File: src/rtl/flash_arbiter_pkg.sv
// ---------------------------------------------------------------------------
// flash_arbiter_pkg
// Shared definitions for the flash SPI byte-master arbiter:
//   - address/data widths of the command slots and byte lanes
//   - arbiter state encoding (S_IDLE, S_GRANT_WR, S_GRANT_RD, S_GAP)
//   - owner codes driven on the owner output (OWN_NONE/WR/RD)
//   - pickWrite(): the round-robin decision used in S_IDLE
// No ports; imported by flash_cmd_slot and flash_arbiter.
// ---------------------------------------------------------------------------
package flash_arbiter_pkg;

  localparam int ADDR_W = 24;
  localparam int DATA_W = 8;

  typedef enum logic [1:0] {
    S_IDLE     = 2'b00,
    S_GRANT_WR = 2'b01,
    S_GRANT_RD = 2'b10,
    S_GAP      = 2'b11
  } arbState_t;

  localparam logic [1:0] OWN_NONE = 2'b00;
  localparam logic [1:0] OWN_WR   = 2'b01;
  localparam logic [1:0] OWN_RD   = 2'b10;

  // Write wins when it is the only requester, or when both are pending and
  // the previous grant did not go to the write engine.
  function automatic logic pickWrite(input logic       wrPending,
                                     input logic       rdPending,
                                     input logic [1:0] lastGrant);
    return wrPending & (~rdPending | (lastGrant != OWN_WR));
  endfunction

endpackage

File: src/rtl/flash_cmd_slot.sv
// ---------------------------------------------------------------------------
// flash_cmd_slot
// One-entry command holding register. A command is accepted on vld_i & rdy_o,
// which latches the address and sets pending. The arbiter clears pending with
// clr_i on the edge where it grants the command to an engine.
// Ports:
//   clk, rst_n        clock, asynchronous active-low reset
//   vld_i / rdy_o     upstream handshake (rdy_o = ~pending)
//   addr_i            upstream address, latched on acceptance
//   clr_i             drop the held command (grant taken)
//   pending_o         a command is held
//   addr_o            held address
// ---------------------------------------------------------------------------
module flash_cmd_slot
  import flash_arbiter_pkg::*;
(
  input  logic              clk,
  input  logic              rst_n,
  input  logic              vld_i,
  input  logic [ADDR_W-1:0] addr_i,
  input  logic              clr_i,
  output logic              rdy_o,
  output logic              pending_o,
  output logic [ADDR_W-1:0] addr_o
);

  logic              pending_q;
  logic [ADDR_W-1:0] addr_q;

  // Holding register: clear has priority, although clear only ever arrives
  // while the slot is full, when no new command can be accepted anyway.
  always_ff @(posedge clk or negedge rst_n) begin
    if (!rst_n) begin
      pending_q <= 1'b0;
      addr_q    <= '0;
    end else if (clr_i) begin
      pending_q <= 1'b0;
    end else if (vld_i && !pending_q) begin
      pending_q <= 1'b1;
      addr_q    <= addr_i;
    end
  end

  assign rdy_o     = ~pending_q;
  assign pending_o = pending_q;
  assign addr_o    = addr_q;

endmodule

File: src/rtl/flash_arbiter.sv
// ---------------------------------------------------------------------------
// flash_arbiter
// Shares the single SPI byte master between the flash write engine and the
// flash read engine. Each engine has a one-entry command slot; pending
// commands are granted round-robin. The owner keeps the byte master until its
// operation-end strobe, then a GAP_CYC idle gap follows. A watchdog releases
// a grant that lasts TIMEOUT_CYC cycles and pulses timeout_o.
// Ports:
//   clk, rst_n                         clock, asynchronous active-low reset
//   wr_cmd_vld_i/rdy_o/addr_i          write command handshake + address
//   rd_cmd_vld_i/rdy_o/addr_i          read command handshake + address
//   wren_o, wradress_o                 1-cycle write start pulse + address
//   wr_req_i, wr_finish_i, wr_din_i    write engine byte-master requests
//   wr_end_i                           write operation finished
//   rden_o, rdaddress_o                1-cycle read start pulse + address
//   rd_req_i, rd_finish_i, rd_din_i    read engine byte-master requests
//   rd_end_i                           read operation finished
//   req_o, finish_o, din_o             muxed requests to the byte master
//   spi_done_i, spi_dout_i             byte master completion + received byte
//   wr_spi_done_o/dout_o               completion routed to write engine
//   rd_spi_done_o/dout_o               completion routed to read engine
//   busy_o, owner_o, timeout_o         status
// ---------------------------------------------------------------------------
module flash_arbiter
  import flash_arbiter_pkg::*;
#(
  parameter int GAP_CYC     = 4,
  parameter int TIMEOUT_CYC = 200_000_000,
  parameter int TO_W        = 28
) (
  input  logic              clk,
  input  logic              rst_n,
  input  logic              wr_cmd_vld_i,
  output logic              wr_cmd_rdy_o,
  input  logic [ADDR_W-1:0] wr_cmd_addr_i,
  input  logic              rd_cmd_vld_i,
  output logic              rd_cmd_rdy_o,
  input  logic [ADDR_W-1:0] rd_cmd_addr_i,
  output logic              wren_o,
  output logic [ADDR_W-1:0] wradress_o,
  input  logic              wr_req_i,
  input  logic              wr_finish_i,
  input  logic [DATA_W-1:0] wr_din_i,
  input  logic              wr_end_i,
  output logic              rden_o,
  output logic [ADDR_W-1:0] rdaddress_o,
  input  logic              rd_req_i,
  input  logic              rd_finish_i,
  input  logic [DATA_W-1:0] rd_din_i,
  input  logic              rd_end_i,
  output logic              req_o,
  output logic              finish_o,
  output logic [DATA_W-1:0] din_o,
  input  logic              spi_done_i,
  input  logic [DATA_W-1:0] spi_dout_i,
  output logic              wr_spi_done_o,
  output logic              rd_spi_done_o,
  output logic [DATA_W-1:0] wr_spi_dout_o,
  output logic [DATA_W-1:0] rd_spi_dout_o,
  output logic              busy_o,
  output logic [1:0]        owner_o,
  output logic              timeout_o
);

  localparam int              GAP_W    = $clog2(GAP_CYC + 1);
  localparam logic [GAP_W-1:0] GAP_LAST = GAP_W'(GAP_CYC - 1);
  localparam logic [TO_W-1:0]  TO_LAST  = TO_W'(TIMEOUT_CYC - 1);

  arbState_t         state_q, state_d;
  logic              wrPending, rdPending;
  logic [ADDR_W-1:0] wrSlotAddr, rdSlotAddr;
  logic              grantWr, grantRd, wdogExpire;
  logic              wren_q, rden_q, timeout_q;
  logic [ADDR_W-1:0] wradress_q, rdaddress_q;
  logic [TO_W-1:0]   wdogCnt_q;
  logic [GAP_W-1:0]  gapCnt_q;
  logic [1:0]        lastGrant_q;

  flash_cmd_slot u_wrSlot (
    .clk       (clk),
    .rst_n     (rst_n),
    .vld_i     (wr_cmd_vld_i),
    .addr_i    (wr_cmd_addr_i),
    .clr_i     (grantWr),
    .rdy_o     (wr_cmd_rdy_o),
    .pending_o (wrPending),
    .addr_o    (wrSlotAddr)
  );

  flash_cmd_slot u_rdSlot (
    .clk       (clk),
    .rst_n     (rst_n),
    .vld_i     (rd_cmd_vld_i),
    .addr_i    (rd_cmd_addr_i),
    .clr_i     (grantRd),
    .rdy_o     (rd_cmd_rdy_o),
    .pending_o (rdPending),
    .addr_o    (rdSlotAddr)
  );

  // State register of the arbitration FSM.
  always_ff @(posedge clk or negedge rst_n) begin
    if (!rst_n) begin
      state_q <= S_IDLE;
    end else begin
      state_q <= state_d;
    end
  end

  // Next-state logic. Besides the next state it flags the grant edge (which
  // clears the slot and fires the start pulse) and a watchdog release. An
  // engine's end strobe is checked first so a coincident expiry is not
  // reported as a timeout.
  always_comb begin
    state_d    = state_q;
    grantWr    = 1'b0;
    grantRd    = 1'b0;
    wdogExpire = 1'b0;
    case (state_q)
      S_IDLE: begin
        if (wrPending || rdPending) begin
          if (pickWrite(wrPending, rdPending, lastGrant_q)) begin
            grantWr = 1'b1;
            state_d = S_GRANT_WR;
          end else begin
            grantRd = 1'b1;
            state_d = S_GRANT_RD;
          end
        end
      end
      S_GRANT_WR: begin
        if (wr_end_i) begin
          state_d = S_GAP;
        end else if (wdogCnt_q == TO_LAST) begin
          state_d    = S_GAP;
          wdogExpire = 1'b1;
        end
      end
      S_GRANT_RD: begin
        if (rd_end_i) begin
          state_d = S_GAP;
        end else if (wdogCnt_q == TO_LAST) begin
          state_d    = S_GAP;
          wdogExpire = 1'b1;
        end
      end
      S_GAP: begin
        if (gapCnt_q == GAP_LAST) begin
          state_d = S_IDLE;
        end
      end
      default: state_d = S_IDLE;
    endcase
  end

  // Registered side effects of the FSM: start pulses and their addresses,
  // the timeout pulse (high in the first gap cycle after a forced release),
  // the watchdog and gap counters, and the round-robin history. The start
  // addresses hold their last value between grants.
  always_ff @(posedge clk or negedge rst_n) begin
    if (!rst_n) begin
      wren_q      <= 1'b0;
      rden_q      <= 1'b0;
      timeout_q   <= 1'b0;
      wradress_q  <= '0;
      rdaddress_q <= '0;
      wdogCnt_q   <= '0;
      gapCnt_q    <= '0;
      lastGrant_q <= OWN_RD;
    end else begin
      wren_q    <= grantWr;
      rden_q    <= grantRd;
      timeout_q <= wdogExpire;
      if (grantWr) begin
        wradress_q <= wrSlotAddr;
      end
      if (grantRd) begin
        rdaddress_q <= rdSlotAddr;
      end
      if (grantWr || grantRd) begin
        wdogCnt_q   <= '0;
        lastGrant_q <= grantWr ? OWN_WR : OWN_RD;
      end else if ((state_q == S_GRANT_WR || state_q == S_GRANT_RD) &&
                   wdogCnt_q != TO_LAST) begin
        wdogCnt_q <= wdogCnt_q + TO_W'(1);
      end
      if (state_q == S_GAP && gapCnt_q != GAP_LAST) begin
        gapCnt_q <= gapCnt_q + GAP_W'(1);
      end else begin
        gapCnt_q <= '0;
      end
    end
  end

  // Output logic: the owner's request lines go to the byte master and the
  // master's completion goes back to the owner only. Everything is zero
  // outside the grant states, so a non-owner request is simply dropped.
  always_comb begin
    req_o         = 1'b0;
    finish_o      = 1'b0;
    din_o         = '0;
    wr_spi_done_o = 1'b0;
    rd_spi_done_o = 1'b0;
    wr_spi_dout_o = '0;
    rd_spi_dout_o = '0;
    owner_o       = OWN_NONE;
    busy_o        = (state_q != S_IDLE);
    case (state_q)
      S_GRANT_WR: begin
        req_o         = wr_req_i;
        finish_o      = wr_finish_i;
        din_o         = wr_din_i;
        wr_spi_done_o = spi_done_i;
        wr_spi_dout_o = spi_dout_i;
        owner_o       = OWN_WR;
      end
      S_GRANT_RD: begin
        req_o         = rd_req_i;
        finish_o      = rd_finish_i;
        din_o         = rd_din_i;
        rd_spi_done_o = spi_done_i;
        rd_spi_dout_o = spi_dout_i;
        owner_o       = OWN_RD;
      end
      default: begin
        owner_o = OWN_NONE;
      end
    endcase
  end

  assign wren_o      = wren_q;
  assign rden_o      = rden_q;
  assign wradress_o  = wradress_q;
  assign rdaddress_o = rdaddress_q;
  assign timeout_o   = timeout_q;

endmodule

File: config.mk
export PLATFORM = sky130hd
export DESIGN_NAME = flash_arbiter
export DESIGN_NICKNAME = d
export VERILOG_FILES = /design/src/rtl/flash_arbiter_pkg.sv /design/src/rtl/flash_cmd_slot.sv /design/src/rtl/flash_arbiter.sv
export SDC_FILE = /design/constraint.sdc
export NUM_CORES = 1
export LEC_CHECK = 0
export BUFFER_PORTS_ARGS = -buffer_cell sky130_fd_sc_hd__buf_4
export CAP_MARGIN = 30
export CELL_PAD_IN_SITES_DETAIL_PLACEMENT = 1
export CELL_PAD_IN_SITES_GLOBAL_PLACEMENT = 1
export CORE_UTILIZATION = 40
export CTS_CLUSTER_SIZE = 30
export DETAILED_ROUTE_END_ITERATION = 6
export PLACE_DENSITY = 0.91
export SLEW_MARGIN = 10
export SYNTH_ARGS = -nofsm -noshare
export SYNTH_HDL_FRONTEND = slang
export SYNTH_SLANG_ARGS = --single-unit
File: constraint.sdc
create_clock -name clk -period 2.5 [get_ports clk]
set_input_delay 0.125 -clock clk [delete_from_list [all_inputs] [get_ports clk]]
set_output_delay 0.125 -clock clk [all_outputs]
set_load 0.05 [all_outputs]
; ---- Word-level counts from Yosys, hierarchy flattened
; Index checks and enable logic that the tools add are counted.
[word_totals]
register_bits = 136
output_inout_bits = 84
ramBits = 0
wordCells = 81
rom_bits = 0
latchBits = 0
n_memories = 0
[op_classes]
div = 0
addsub = 2
muxes = 33
order_cmp = 0
n_mul = 0
reduce_logical = 17
n_eq_ne = 10
bitwise_logic = 6
shifts = 0
[op_table]
columns = operator, n
row1 = $mux W28, 2
row2 = $add A28 B1 Y28 const B, 1
row3 = $eq A28 B28 Y1 const B, 1
row4 = $ne A28 B28 Y1 const B, 1
row5 = $mux W8, 2
row6 = $pmux W8 S2, 1
row7 = $mux W1, 15
row8 = $mux W2, 7
row9 = $pmux W2 S4, 1
row10 = $reduce_bool A2 Y1, 4
row11 = $pmux W1 S2, 3
row12 = $reduce_and A2 Y1, 3
row13 = $eq A2 B2 Y1 const B, 2
row14 = $logic_and A1 B1 Y1, 4
row15 = $ne A2 B2 Y1 const B, 2
row16 = $not A1 Y1, 4
row17 = $pmux W2 S2, 1
row18 = $add A3 B1 Y3 const B, 1
row19 = $eq A3 B2 Y1 const B, 1
row20 = $logic_or A1 B1 Y1, 3
row21 = $mux W3, 1
row22 = $ne A3 B2 Y1 const B, 1
row23 = $eq A2 B1 Y1 const B, 1
row24 = $logic_not A1 Y1, 2
row25 = other kinds (4), 4

; ---- Longest topological paths before layout
[logic_depth]
depth_word = 8
depth_mapped = 8
mapped_depth_nobuf = 7

; ---- Cells and area by module
; From an unflattened synthesis, not the netlist that was laid out.
[unflattened]
hier_cells = 474
area_unflattened_um2 = 6010.8
[modules_own_cells]
columns = mod, cells_each, area_per_inst_um2, n_inst
row1 = flash_arbiter, 364, 4113.9, 1
row2 = flash_cmd_slot, 55, 948.4, 2

; ---- Worst setup path before layout
; OpenSTA, ideal clock, no wires.
[synth_timing]
kind = flip-flop to output port
startpoint = reg state_q[0]
endpoint = out din_o[0]
required_ps = 2375
slack_ps = 227
stages_incl_launch_ff = 6
arrival_ps = 2148
path_cell_list = dfrtp_1 inv_1 ha_1 clkbuf_1 a22oi_1 nor2b_1
[synth_via]
elab_chain_len = 2
elab_cells_between_ends = 3
cone_classes = 2 x eq/ne / 1 x mux
[synth_rtl]
columns = item, line
row1 = from (decl), flash_arbiter.sv:69  ; arbState_t state_q, state_d;
row2 = from (signal assigned), flash_arbiter.sv:106  ; state_q <= state_d;
row3 = $eq A2 B2 Y1 or $eq A2 B1 Y1 (tied branches), flash_arbiter.sv:208  ; case (state_q)
row4 = $pmux W8 S2 (*), flash_arbiter.sv:208
row5 = to (decl), flash_arbiter.sv:53  ; output logic [DATA_W-1:0] din_o,
; Mark *: on every way between the ends. The rest lies on a longest branch, timed or not.

; ---- Worst setup path after layout
[layout_timing]
startpoint = reg state_q[0]
endpoint = out finish_o
[layout_via]
elab_chain_len = 2
elab_cells_between_ends = 3
cone_classes = 2 x eq/ne / 1 x mux
[layout_rtl]
columns = item, line
row1 = $eq A2 B2 Y1 or $eq A2 B1 Y1 (tied branches), flash_arbiter.sv:208
row2 = $pmux W1 S2 (*), flash_arbiter.sv:208
row3 = to (decl), flash_arbiter.sv:52  ; output logic finish_o,
; Marks and branches as above.

==> impl_summary.log <==
INFO  metric clock_skew = 0.01240 ns
INFO  metric grt.total_usage = 0.2953
INFO  metric hold_viol_final = 0
INFO  metric crit_path_start = state_q[0]
INFO  metric detail_route.wirelength = 21.18 mm
INFO  metric synth-seq-area-share = 0.5784
INFO  metric timing.rr.start = wdogCnt_q[0]
INFO  metric post_syn_area = slightly below 6000 µm²
INFO  metric asyncSetResetFlopFracSynth = 1.000
INFO  metric cts-root-to-sink-buffers = 2
INFO  metric ant_diodes = 0
INFO  metric fp.dieH = roughly 120 µm
INFO  metric layout_min_cycle_time = between 2 and 2.5 ns
INFO  metric drt_iter0_drc = roughly 250
INFO  metric worst_slew_pin_slew = ~0.87 ns
INFO  metric fin_nets = 827
INFO  metric max_slew_violation_count = 0
INFO  metric min_period_over_period = 0.9315
INFO  metric detailedRoute.firstPassIterationCount = 5
INFO  metric grt_max_degree = 67
INFO  metric critPathMaxFanout = 22
INFO  metric hpwlAfterDp = between 10 and 15 mm
INFO  metric synth_cell_types = 42
INFO  metric timing.setup.tns = 0 ns
INFO  metric layout-area-overhead-vs-synth = 43.20%
INFO  metric power_density = between 1000 and 1500 nW/µm²
INFO  metric clkSlewWorstSetupHoldPaths = around 0.060 ns
INFO  metric max_slew_headroom = 0.4169
INFO  metric cts-root-buf = sky130_fd_sc_hd__clkbuf_16
INFO  metric r2r-end = wdogCnt_q[20]
INFO  metric synth_ff_type = sky130_fd_sc_hd__dfrtp_1
INFO  metric setup-violations-final = 0
INFO  metric min_path_type = primary input to flip-flop
INFO  metric synth_enable_flop_cells = 0
INFO  metric post-place-cells = 847
INFO  metric synth-warning-count = 0
INFO  metric max_cap_violations = 0
INFO  metric cts.htree.levels = 4
INFO  metric dieArea = ~15000 µm²
INFO  metric postSynthCellCount = a little over 500
INFO  metric viasPerCell = between 5 and 6
INFO  metric yosys_register_bits = between 100 and 150
INFO  metric finalNonFillerCells = 930
INFO  metric vias = 5033
INFO  metric gpl.final_weighted_congestion = 0.7606
INFO  metric drc = 0
INFO  metric route.antenna.remaining_nets = 0
INFO  metric ir_drop = approximately 0.00086 V
INFO  metric core-area = roughly 14000 µm²
INFO  metric setup.reg_to_reg.worst_slack = 0.20 ns
INFO  metric timing.fmax = approximately 430 MHz
INFO  metric cp-start-kind = flip-flop
INFO  metric rsz0062_at_grt = no
INFO  metric multiInputGateArea = ~2300 µm²
INFO  metric buffer_ports.inserted = approximately 170
INFO  metric ff_latch_area = 3405 µm²
INFO  metric min_to = timeout_o
INFO  metric critical_path_sink_type = output port
INFO  metric worst_r2r_path_depth = 6
INFO  metric clkLatencyLatePin = between 0.4 and 0.5 ns
INFO  metric whs_path_depth = 3
INFO  metric worstHoldStart = wr_end_i
INFO  metric critPathKind = flip-flop to output port
INFO  metric synth.net_count = slightly above 600
INFO  metric io_pins = ~170
INFO  metric rows = 43
INFO  metric global_route.overflow_total = 0
INFO  metric tritoncts = done
INFO  metric synth_area_per_cell = roughly 11 µm²
INFO  metric numCtsBuffers = 17
INFO  metric leakage = approximately 0.0040 µW
INFO  metric final_util = 0.5979
INFO  metric via_count_of_the_first_global_routing_pass = ~5800
INFO  metric worst_ep_required_time = ~2.4 ns
INFO  metric status = completed
INFO  metric postCtsSetupRepairBufs = 0
INFO  metric drive_above_1_share = 0.3813
INFO  metric layout.filler_cells = ~1500
INFO  metric grt_first_pass_wirelength = roughly 33 mm
INFO  metric critical_path_arrival = between 2 and 2.5 ns
INFO  metric routed_length_per_placed_instance = between 20 and 25 µm
INFO  metric clock_sink_count = ~140
INFO  metric die_width = about 120 µm
INFO  metric initial_utilization = 0.4175
INFO  metric number_of_antenna_violations_at_the_first_check_in_global_routing = 0
==> layout make-up <==
class / instances / area share
Clock inverter: 12 / 0.01143
Multi-Input combinational cell: 343 / 0.2785
Tap cell: 180 / 0.02672
Inverter: 13 / 0.005790
Clock buffer: 20 / 0.05419
Timing Repair Buffer: 226 / 0.2194
Sequential cell: 136 / 0.4039
==> per-layer routing <==
metal | GRT usage | part of all wire
met5 | 0 | 0
met3 | 0.06042 | 0.039
met2 | 0.5360 | 0.55
met1 | 0.3263 | 0.36
met4 | 0.1468 | 0.042
==> flip-flops by register name, indices dropped and copies added (netlist names) <==
register,flops
gapCnt_q,3
lastGrant_q,2
rdaddress_o,24
rden_o,1
state_q,2
timeout_o,1
u_rdSlot.addr_o,24
u_rdSlot.pending_o,1
u_wrSlot.addr_o,24
u_wrSlot.pending_o,1
wdogCnt_q,28
wradress_o,24
wren_o,1
==> worst max-delay path by stage <==
stage                     slack [ns]             to
after global placement          0.36  wdogCnt_q[20]
after floorplan                 0.23       din_o[0]
after global routing            0.02       din_o[5]
after detailed placement        0.22  wdogCnt_q[20]
final                           0.17       finish_o
after CTS                       0.17       din_o[0]
==> critical path, stage by stage, from the launching register on <==
cell	delay [ns]
sky130_fd_sc_hd__dfrtp_1	0.43
sky130_fd_sc_hd__inv_1	0.10
sky130_fd_sc_hd__ha_1	0.62
sky130_fd_sc_hd__a22oi_1	0.22
sky130_fd_sc_hd__nor2b_1	0.18
sky130_fd_sc_hd__buf_4	0.22
==> cells in the final DEF (no fill, tap or decap), types with 3 or more instances in the layout <==
cell type                       count
sky130_fd_sc_hd__mux2_2            72
sky130_fd_sc_hd__xor2_1             6
sky130_fd_sc_hd__dlygate4sd3_1     51
sky130_fd_sc_hd__clkinv_4           5
sky130_fd_sc_hd__o21ai_0            6
sky130_fd_sc_hd__ha_1               7
sky130_fd_sc_hd__buf_4            173
sky130_fd_sc_hd__and3_1             3
sky130_fd_sc_hd__nor2_1            30
sky130_fd_sc_hd__nand4_1            6
sky130_fd_sc_hd__o211ai_1           5
sky130_fd_sc_hd__or3_1              5
sky130_fd_sc_hd__nand2_1           87
sky130_fd_sc_hd__dfrtp_1          135
sky130_fd_sc_hd__nor3_1             4
sky130_fd_sc_hd__a21oi_1            7
sky130_fd_sc_hd__clkbuf_16         17
sky130_fd_sc_hd__or4_1              7
sky130_fd_sc_hd__a22oi_1           11
sky130_fd_sc_hd__clkinvlp_4         4
sky130_fd_sc_hd__and2_1            19
sky130_fd_sc_hd__nor4_1            10
sky130_fd_sc_hd__nor2b_1           10
sky130_fd_sc_hd__inv_1             12
sky130_fd_sc_hd__nand3_1           10
sky130_fd_sc_hd__xnor2_1           10
==> Yosys cell counts (all sizes together) (3+ instances only) <==
| cell type | number | area (µm²) |
|---|---|---|
| inv | 12 | 45.04 |
| a21oi | 7 | 35.03 |
| nor2b | 12 | 75.07 |
| buf | 6 | 28.77 |
| nor3 | 4 | 20.02 |
| nor2 | 31 | 116.4 |
| nor4 | 10 | 62.56 |
| nand2 | 87 | 326.6 |
| and2 | 19 | 118.9 |
| xnor2 | 10 | 87.58 |
| xor2 | 6 | 52.55 |
| clkbuf | 17 | 63.81 |
| o21ai | 8 | 40.04 |
| a22oi | 11 | 82.58 |
| or4 | 7 | 52.55 |
| or3 | 5 | 31.28 |
| nand4 | 8 | 71.32 |
| nand3 | 10 | 50.05 |
| o211ai | 5 | 37.54 |
| mux2 | 72 | 810.8 |
| and3 | 3 | 18.77 |
| dfrtp | 135 | 3378 |
| ha | 7 | 87.58 |
==> metrics by stage <==
stage / power (µW) / setup WS [ns] / area [µm²] / hold slack (ns)
after floorplan: 7399 / 0.2272 / 5886 / -0.1706
after global placement: 8945 / 0.3566 / 7365 / 0.09647
after detailed placement: 9298 / 0.2160 / 7365 / 0.1115
after CTS: 11770 / 0.1708 / 8428 / 0.08182
after global routing: 12510 / 0.01930 / 8428 / 0.09912
final: 12060 / 0.1712 / 8428 / 0.08435
==> logic make-up (layout without fill, tap and decap cells) <==
logic type,after synthesis,in the layout,share of synthesized area
muxes,72,72,0.1378
adders and majority gates,7,7,0.01488
and+or+nand+nor,206,206,0.1733
buffers and inverters,36,271,0.02402
DFF,136,136,0.5784
AOI/OAI and AO/OA,42,42,0.04783
xor gates and xnor gates,16,16,0.02381
==> power by group <==
part / switching (µW) / internal (µW) / leakage [µW] / total [µW]
Clock: 1060 / 1330 / 0.000259 / 2390
Combinational: 3930 / 1980 / 0.00202 / 5910
Sequential: 659 / 3100 / 0.00169 / 3760
==> repair_timing <==
action | 4_1_cts | 5_1_grt
hold buffers | 51 | 0
endpoints found under the hold margin | 82 | 0
setup endpoints to repair | 0 | 0
resized for setup | 0 | 0
(Power assumes the default switching activity.)
